File: src/rtl/mult_pkg.sv
// Shared definitions for the shared shift-add multiplier front end:
// state encoding and default multiplier geometry.
package mult_pkg;

  localparam int MUL_WIDTH  = 4;
  localparam int MUL_PROD_W = 2 * MUL_WIDTH;
  localparam int ITER_CNT   = 4;

  typedef enum logic [2:0] {
    IDLE      = 3'd0,
    LAUNCH    = 3'd1,
    WAIT_BUSY = 3'd2,
    WAIT_DONE = 3'd3,
    RESP      = 3'd4
  } state_t;

endpackage

File: src/rtl/mult_share_arbiter_if.sv
// Requester-side and multiplier-side signals of the shared multiplier arbiter.
// master = arbiter, slave = surrounding requesters and multiplier.
interface mult_share_arbiter_if
  import mult_pkg::*;
#(
  parameter int NUM_REQ = 4,
  parameter int WIDTH   = MUL_WIDTH
);

  logic [NUM_REQ-1:0]       req;
  logic [NUM_REQ*WIDTH-1:0] req_a;
  logic [NUM_REQ*WIDTH-1:0] req_b;
  logic [NUM_REQ-1:0]       gnt;
  logic                     rsp_valid;
  logic [NUM_REQ-1:0]       rsp_id;
  logic [2*WIDTH-1:0]       rsp_product;
  logic                     busy;
  logic                     mul_start;
  logic [WIDTH-1:0]         mul_a;
  logic [WIDTH-1:0]         mul_b;
  logic                     mul_ready;
  logic [2*WIDTH-1:0]       mul_product;
  logic                     err;

  modport master (
    input  req, req_a, req_b, mul_ready, mul_product,
    output gnt, rsp_valid, rsp_id, rsp_product, busy,
           mul_start, mul_a, mul_b, err
  );

  modport slave (
    output req, req_a, req_b, mul_ready, mul_product,
    input  gnt, rsp_valid, rsp_id, rsp_product, busy,
           mul_start, mul_a, mul_b, err
  );

endinterface

File: src/rtl/rr_arbiter.sv
// Combinational round-robin pick: first requester at or after ptr, wrapping.
// Returns a one-hot grant, its binary index and an any-request flag.
module rr_arbiter #(
  parameter int N     = 4,
  parameter int IDX_W = (N > 1) ? $clog2(N) : 1
) (
  input  logic [N-1:0]     req,
  input  logic [IDX_W-1:0] ptr,
  output logic [N-1:0]     gnt,
  output logic [IDX_W-1:0] idx,
  output logic             valid
);

  // scan N positions starting at ptr, first hit wins
  always_comb begin
    gnt   = '0;
    idx   = '0;
    valid = 1'b0;
    for (int k = 0; k < N; k++) begin
      logic [IDX_W-1:0] cand_s;
      cand_s = IDX_W'((int'(ptr) + k) % N);
      if (!valid && req[cand_s]) begin
        gnt[cand_s] = 1'b1;
        idx         = cand_s;
        valid       = 1'b1;
      end else begin
        valid = valid;
      end
    end
  end

endmodule

File: src/rtl/mult_share_arbiter.sv
// Shares one sequential multiplier among NUM_REQ requesters, round-robin.
// Optional watchdog on the multiplier handshake: define MUL_TIMEOUT_EN.
module mult_share_arbiter
  import mult_pkg::*;
#(
  parameter int NUM_REQ = 4,
  parameter int WIDTH   = MUL_WIDTH,
  parameter int TIMEOUT = 16
) (
  input logic                 clk,
  input logic                 rst_n,
  mult_share_arbiter_if.master mif
);

  localparam int IDX_W = $clog2(NUM_REQ);
  localparam int PW    = 2 * WIDTH;

  state_t             state_r, next_s;
  logic [NUM_REQ-1:0] arb_gnt_s;
  logic [IDX_W-1:0]   arb_idx_s;
  logic               arb_valid_s;
  logic               take_s;
  logic               tmo_hit_s;
  logic [IDX_W-1:0]   ptr_after_win_s;

  logic [IDX_W-1:0]   rr_ptr_r, rr_ptr_nx_s;
  logic [IDX_W-1:0]   win_idx_r, win_idx_nx_s;
  logic [NUM_REQ-1:0] win_oh_r, win_oh_nx_s;
  logic [NUM_REQ-1:0] gnt_r, gnt_nx_s;
  logic               mul_start_r, mul_start_nx_s;
  logic [WIDTH-1:0]   mul_a_r, mul_a_nx_s;
  logic [WIDTH-1:0]   mul_b_r, mul_b_nx_s;
  logic               rsp_valid_r, rsp_valid_nx_s;
  logic [NUM_REQ-1:0] rsp_id_r, rsp_id_nx_s;
  logic [PW-1:0]      rsp_product_r, rsp_product_nx_s;
  logic               err_r, err_nx_s;

  rr_arbiter #(.N(NUM_REQ), .IDX_W(IDX_W)) u_rr (
    .req   (mif.req),
    .ptr   (rr_ptr_r),
    .gnt   (arb_gnt_s),
    .idx   (arb_idx_s),
    .valid (arb_valid_s)
  );

  assign take_s          = (state_r == IDLE) && arb_valid_s && mif.mul_ready;
  assign ptr_after_win_s = (win_idx_r == IDX_W'(NUM_REQ - 1)) ? '0 : win_idx_r + IDX_W'(1);

`ifdef MUL_TIMEOUT_EN
  localparam int TMO_W = $clog2(TIMEOUT + 1);
  logic [TMO_W-1:0] tmo_cnt_r;

  assign tmo_hit_s = ((state_r == WAIT_BUSY) || (state_r == WAIT_DONE)) &&
                     (tmo_cnt_r == TMO_W'(TIMEOUT - 1));

  // watchdog counts cycles spent in one wait state, cleared on any transition
  always_ff @(posedge clk) begin
    if (!rst_n) begin
      tmo_cnt_r <= '0;
    end else if ((next_s == state_r) && ((state_r == WAIT_BUSY) || (state_r == WAIT_DONE))) begin
      tmo_cnt_r <= tmo_cnt_r + TMO_W'(1);
    end else begin
      tmo_cnt_r <= '0;
    end
  end
`else
  assign tmo_hit_s = 1'b0;
`endif

  // state and all output/datapath registers
  always_ff @(posedge clk) begin
    if (!rst_n) begin
      state_r       <= IDLE;
      rr_ptr_r      <= '0;
      win_idx_r     <= '0;
      win_oh_r      <= '0;
      gnt_r         <= '0;
      mul_start_r   <= 1'b0;
      mul_a_r       <= '0;
      mul_b_r       <= '0;
      rsp_valid_r   <= 1'b0;
      rsp_id_r      <= '0;
      rsp_product_r <= '0;
      err_r         <= 1'b0;
    end else begin
      state_r       <= next_s;
      rr_ptr_r      <= rr_ptr_nx_s;
      win_idx_r     <= win_idx_nx_s;
      win_oh_r      <= win_oh_nx_s;
      gnt_r         <= gnt_nx_s;
      mul_start_r   <= mul_start_nx_s;
      mul_a_r       <= mul_a_nx_s;
      mul_b_r       <= mul_b_nx_s;
      rsp_valid_r   <= rsp_valid_nx_s;
      rsp_id_r      <= rsp_id_nx_s;
      rsp_product_r <= rsp_product_nx_s;
      err_r         <= err_nx_s;
    end
  end

  // next-state logic; a completed handshake wins over a same-cycle timeout
  always_comb begin
    next_s = state_r;
    case (state_r)
      IDLE: begin
        if (take_s) next_s = LAUNCH;
        else        next_s = IDLE;
      end
      LAUNCH:    next_s = WAIT_BUSY;
      WAIT_BUSY: begin
        if (!mif.mul_ready) next_s = WAIT_DONE;
        else if (tmo_hit_s) next_s = IDLE;
        else                next_s = WAIT_BUSY;
      end
      WAIT_DONE: begin
        if (mif.mul_ready)  next_s = RESP;
        else if (tmo_hit_s) next_s = IDLE;
        else                next_s = WAIT_DONE;
      end
      RESP:      next_s = IDLE;
      default:   next_s = IDLE;
    endcase
  end

  // next values of registered outputs; pulses are set one cycle ahead
  always_comb begin
    rr_ptr_nx_s      = rr_ptr_r;
    win_idx_nx_s     = win_idx_r;
    win_oh_nx_s      = win_oh_r;
    mul_a_nx_s       = mul_a_r;
    mul_b_nx_s       = mul_b_r;
    rsp_id_nx_s      = rsp_id_r;
    rsp_product_nx_s = rsp_product_r;
    gnt_nx_s         = '0;
    mul_start_nx_s   = 1'b0;
    rsp_valid_nx_s   = 1'b0;
    err_nx_s         = 1'b0;
    if (take_s) begin
      win_idx_nx_s   = arb_idx_s;
      win_oh_nx_s    = arb_gnt_s;
      mul_a_nx_s     = mif.req_a[arb_idx_s*WIDTH +: WIDTH];
      mul_b_nx_s     = mif.req_b[arb_idx_s*WIDTH +: WIDTH];
      gnt_nx_s       = arb_gnt_s;
      mul_start_nx_s = 1'b1;
    end else if ((state_r == WAIT_DONE) && mif.mul_ready) begin
      rsp_product_nx_s = mif.mul_product;
      rsp_id_nx_s      = win_oh_r;
      rr_ptr_nx_s      = ptr_after_win_s;
      rsp_valid_nx_s   = 1'b1;
    end else if (((state_r == WAIT_BUSY) || (state_r == WAIT_DONE)) && (next_s == IDLE)) begin
      rr_ptr_nx_s = ptr_after_win_s;
      err_nx_s    = 1'b1;
    end else begin
      err_nx_s = 1'b0;
    end
  end

  assign mif.gnt         = gnt_r;
  assign mif.mul_start   = mul_start_r;
  assign mif.mul_a       = mul_a_r;
  assign mif.mul_b       = mul_b_r;
  assign mif.rsp_valid   = rsp_valid_r;
  assign mif.rsp_id      = rsp_id_r;
  assign mif.rsp_product = rsp_product_r;
  assign mif.busy        = (state_r != IDLE);
  assign mif.err         = err_r;

endmodule
File: src/flat_wrapper.sv
// flat-port wrapper written by rule: the top's interface ports become plain ports
module mult_share_arbiter_flat import mult_pkg::*;
#(
  parameter int NUM_REQ = 4,
  parameter int WIDTH   = MUL_WIDTH,
  parameter int TIMEOUT = 16
)
  (clk, rst_n, mif_req, mif_req_a, mif_req_b, mif_mul_ready, mif_mul_product, mif_gnt, mif_rsp_valid, mif_rsp_id, mif_rsp_product, mif_busy, mif_mul_start, mif_mul_a, mif_mul_b, mif_err);
  mult_share_arbiter_if #(.NUM_REQ(NUM_REQ), .WIDTH(WIDTH)) mif_i ();
  input logic clk;
  input logic rst_n;
  input wire logic [$bits(mif_i.req)-1:0] mif_req;
  input wire logic [$bits(mif_i.req_a)-1:0] mif_req_a;
  input wire logic [$bits(mif_i.req_b)-1:0] mif_req_b;
  input wire logic [$bits(mif_i.mul_ready)-1:0] mif_mul_ready;
  input wire logic [$bits(mif_i.mul_product)-1:0] mif_mul_product;
  output wire logic [$bits(mif_i.gnt)-1:0] mif_gnt;
  output wire logic [$bits(mif_i.rsp_valid)-1:0] mif_rsp_valid;
  output wire logic [$bits(mif_i.rsp_id)-1:0] mif_rsp_id;
  output wire logic [$bits(mif_i.rsp_product)-1:0] mif_rsp_product;
  output wire logic [$bits(mif_i.busy)-1:0] mif_busy;
  output wire logic [$bits(mif_i.mul_start)-1:0] mif_mul_start;
  output wire logic [$bits(mif_i.mul_a)-1:0] mif_mul_a;
  output wire logic [$bits(mif_i.mul_b)-1:0] mif_mul_b;
  output wire logic [$bits(mif_i.err)-1:0] mif_err;
  assign mif_i.req = mif_req;
  assign mif_i.req_a = mif_req_a;
  assign mif_i.req_b = mif_req_b;
  assign mif_i.mul_ready = mif_mul_ready;
  assign mif_i.mul_product = mif_mul_product;
  assign mif_gnt = mif_i.gnt;
  assign mif_rsp_valid = mif_i.rsp_valid;
  assign mif_rsp_id = mif_i.rsp_id;
  assign mif_rsp_product = mif_i.rsp_product;
  assign mif_busy = mif_i.busy;
  assign mif_mul_start = mif_i.mul_start;
  assign mif_mul_a = mif_i.mul_a;
  assign mif_mul_b = mif_i.mul_b;
  assign mif_err = mif_i.err;
  mult_share_arbiter #(.NUM_REQ(NUM_REQ), .WIDTH(WIDTH), .TIMEOUT(TIMEOUT)) u_core (.clk(clk), .rst_n(rst_n), .mif(mif_i));
endmodule
File: config.mk
export PLATFORM = sky130hd
export DESIGN_NAME = mult_share_arbiter_flat
export DESIGN_NICKNAME = d
export VERILOG_FILES = /design/src/rtl/mult_pkg.sv /design/src/rtl/mult_share_arbiter_if.sv /design/src/rtl/rr_arbiter.sv /design/src/rtl/mult_share_arbiter.sv /design/src/flat_wrapper.sv
export SDC_FILE = /design/constraint.sdc
export NUM_CORES = 1
export LEC_CHECK = 0
export CAP_MARGIN = 0
export CELL_PAD_IN_SITES_DETAIL_PLACEMENT = 1
export CELL_PAD_IN_SITES_GLOBAL_PLACEMENT = 2
export CORE_MARGIN = 5
export CORE_UTILIZATION = 25
export DETAILED_ROUTE_END_ITERATION = 6
export PLACE_DENSITY_LB_ADDON = 0.1
export SYNTH_ARGS = -nofsm -noshare
export SYNTH_HDL_FRONTEND = slang
export SYNTH_SLANG_ARGS = --single-unit
File: constraint.sdc
create_clock -name clk -period 4.2 [get_ports clk]
set_clock_uncertainty 0.2 [all_clocks]
set_input_delay 0.42 -clock clk [delete_from_list [all_inputs] [get_ports clk]]
set_output_delay 0.42 -clock clk [all_outputs]
set_load 0.05 [all_outputs]
==> results.py <==
metrics = {
    "outcome": {
        "status": "finished clean",
    },
    "layout": {
        "fin_cells": 443,
        "diodes": 0,
        "syn2layout_area_growth_pct": 42.85,
        "final_layout_size_suffix_gt1_share_pct": 7.164,
        "utilization_pct": 36.18,
        "layout.nets": 386,
    },
    "clock_tree": {
        "cts_resized": 0,
        "clock_latency_ns": 0.30,
        "clk_pin_slew_ns": 0.09,
        "htreeDepth": 2,
        "postCtsHoldBufs": 0,
        "cts_sinks": 38,
        "clock_path_buffers": 2,
        "cts-root-buf": "clkbuf_8",
        "cts_tree": "built",
        "post_cts_buffers": 0,
        "cts_buffers": 5,
    },
    "synthesis": {
        "syn_inst": 265,
        "synth_top_cell_by_area": "dfxtp_1",
        "synth_area_mm2": 0.002187,
        "avgSynthCellArea_um2": 8.253,
        "ys_seq_area_share_pct": 34.78,
        "ys_ff_latch": 38,
        "yosysTopAreaCellShare_pct": 34.78,
        "synth_nets": 317,
        "synthDistinctLibCells": 36,
        "ys_warn_count": 0,
        "synth.area.top_cells": "dfxtp_1 35%, nand2_1 8.4%, mux2i_1 8.2%, a21oi_1 6.9%, a221o_1 4.1%",
    },
    "placement": {
        "gp_congestion": 0.6932,
        "dpl.cell_count": 435,
        "portBuffers": 74,
        "hpwl_um": 5585,
    },
    "pwr": {
        "p_total_mw": 0.9097,
        "p_clk_share_pct": 30.4,
        "power_frac_comb_pct": 26.8,
        "netSwitchingPower_mw": 0.2916,
        "p_int_mw": 0.6180,
        "switching_share_pct": 32.06,
        "p_per_area_mw_per_mm2": 291.2,
        "power_frac_seq_pct": 42.9,
        "p_leak_nw": 1.191,
        "vdd_drop_max_v": 0.0001473,
    },
    "worst_setup_path": {
        "path_cells": "inv_1 > ha_1 > mux4_2 > a21oi_2 > and2_1 > a21oi_1 > mux2i_1 > a211oi_1",
        "crit_path_end_kind": "flop",
        "critical_path_required_ns": 4.21,
        "critPathArrivalTime_ns": 3.38,
        "slowest_stage": "a21oi_1",
        "cp_max_fo": 9,
        "critPathKind": "flop to flop",
        "max_stage_delay_ns": 0.98,
        "start_kind": "flop",
        "r2r_setup_slack_ns": 0.83,
    },
    "timing": {
        "slew_headroom_pct": 13.60,
        "grt_setup_unrepaired": "no",
        "fin_crit_ns": 3.369,
        "setup_violations": 0,
        "hold_viol": 0,
        "fin_crit_sh_pct": 80.22,
        "fmax_ghz": 0.2968,
        "setup_tns_ns": 0,
        "maxSlewViolCount": 0,
        "tightest_slew_ns": 1.296,
    },
    "routing": {
        "via_count": 2222,
        "route.detailed.drc": 0,
        "drt_iter0_drc": 38,
        "wl_um": 7612,
        "routedWlPerCell_um": 17.18,
        "first_pass_iters": 4,
        "ant_nets": 0,
        "routed_via_density": 5.016,
    },
    "floorplanning": {
        "num_io_pins": 75,
        "die_x_um": 103.5,
        "rows": 34,
        "core-area_mm2": 0.008636,
        "initial_core_util_pct": 25.33,
        "die_h_um": 103.5,
        "die-area_mm2": 0.01072,
    },
    "global_routing": {
        "grtUsageTotal_pct": 14.19,
        "grt_max_degree": 21,
        "grt_overflow": 0,
        "antenna_found_initial": 0,
        "grt_pass1_wl_um": 12430,
        "grt_pass1_vias": 2369,
    },
    "worst_hold_path": {
        "holdCritPathClass": "flop to flop",
    },
    "job": {
        "drv_cap": 0,
    },
}
-- cell usage in the layout, fill, tap and decap left out, types with 2 or more instances in the layout --
master           netlist  layout
a2111oi_0              8       8
a211oi_1              10      10
a21o_1                 6       6
a21oi_1               30      30
a221o_1                9       9
a22o_1                 4       4
a22oi_1                4       4
and2_1                 3       3
buf_4                  3       8
clkbuf_8               0       6
clkdlybuf4s50_1        0      74
dfxtp_1               38      38
ha_1                   5       5
inv_1                  7       7
mux2i_1               18      18
mux4_2                 3       3
nand2_1               49      49
nor2_1                21      21
nor2b_1                2       2
nor3_1                 4       4
o21ai_0                8       8
o41a_1                 2       2
-- final timing paths --
kind                           start                   end  depth (start not counted)
setup / recovery  u_core.rr_ptr_r[0]   u_core.mif.mul_a[3]                          8
hold / removal    u_core.win_oh_r[0]  u_core.mif.rsp_id[0]                          2
setup reg to reg  u_core.rr_ptr_r[0]   u_core.mif.mul_a[3]                          8
hold reg to reg   u_core.win_oh_r[0]  u_core.mif.rsp_id[0]                          2
-- flip-flops by register name, summed over array words and instances, names as in the netlist --
| register | count |
|---|---|
| u_core.mif.err | 1 |
| u_core.mif.gnt | 4 |
| u_core.mif.mul_a | 4 |
| u_core.mif.mul_b | 4 |
| u_core.mif.mul_start | 1 |
| u_core.mif.rsp_id | 4 |
| u_core.mif.rsp_product | 8 |
| u_core.mif.rsp_valid | 1 |
| u_core.rr_ptr_r | 2 |
| u_core.state_r | 3 |
| u_core.win_idx_r | 2 |
| u_core.win_oh_r | 4 |
-- logic make-up after synthesis --
kind of cell / synth area share, %
AOI/OAI and AO/OA: 27.40
and+or+nand+nor: 15.90
DFF: 34.78
buffers and inverters: 6.407
muxes: 12.47
adders and majority gates: 2.860
other: 0.1715
-- metal layers --
metal	GRT usage [%]	part of all wire, %	vias up
li1	-	-	1100
met1	18.13	46	1075
met2	24.45	50	40
met3	2.799	3.1	7
met4	3.374	1.0	0
met5	0	0	-
-- power by group through the flow --
stage	logic, mW	registers (mW)	clock network, mW
floorplan	0.108	0.430	0
global placement	0.244	0.399	0
detailed placement	0.247	0.398	0
CTS	0.248	0.390	0.289
global route	0.265	0.392	0.303
finish	0.244	0.390	0.276
-- cell type report --
class,instances,area [um^2]
clock buffer,6,82.58
clock inverter,2,12.51
fill,1034,5512
inverter,7,26.28
multi-input combinational,199,1286
sequential,38,760.7
tap,108,135.1
timing repair buffer,83,820.8
-- through the flow --
| step | setup slack [ns] | area, um^2 | hold WS, ns |
|---|---|---|---|
| after floorplan | 1.011 | 2187 | 0.2261 |
| after global placement | 0.6150 | 3029 | 0.2406 |
| after detailed placement | 0.5712 | 3029 | 0.2449 |
| after CTS | 0.7897 | 3124 | 0.2589 |
| after global routing | 0.5324 | 3124 | 0.2724 |
| final | 0.8308 | 3124 | 0.2577 |
-- cells in the mapped netlist --
cell	instances
nor3b_1	1
buf_2	7
buf_4	3
nor2b_1	2
nor4b_1	1
buf_6	2
o41a_1	2
o221ai_1	1
and2_1	3
clkbuf_1	9
mux2i_1	18
a22o_1	4
o21a_1	1
o211ai_1	1
nor2_1	21
a2111oi_0	8
a22oi_1	4
mux2_2	1
conb_1	1
a21oi_1	30
nand2_1	49
ha_1	5
mux2i_2	1
mux4_2	3
a21o_1	6
nand2b_1	1
a211oi_1	10
nand3_1	1
dfxtp_1	38
o21ai_0	8
inv_1	7
nor3_1	4
a221o_1	9
o41ai_1	1
or2_2	1
a21oi_2	1
-- worst max-delay path, delay by kind of cell, from the launching register on --
kind / cells / cell delay [ns]
buffers and inverters: 1 / 0.06
adder cells (fa/ha/maj): 1 / 0.43
AO/OA/AOI/OAI: 3 / 1.35
multiplexers: 2 / 0.73
AND/OR/NAND/NOR: 1 / 0.18
flip-flops: 1 / 0.34
(Power assumes the default switching activity.)
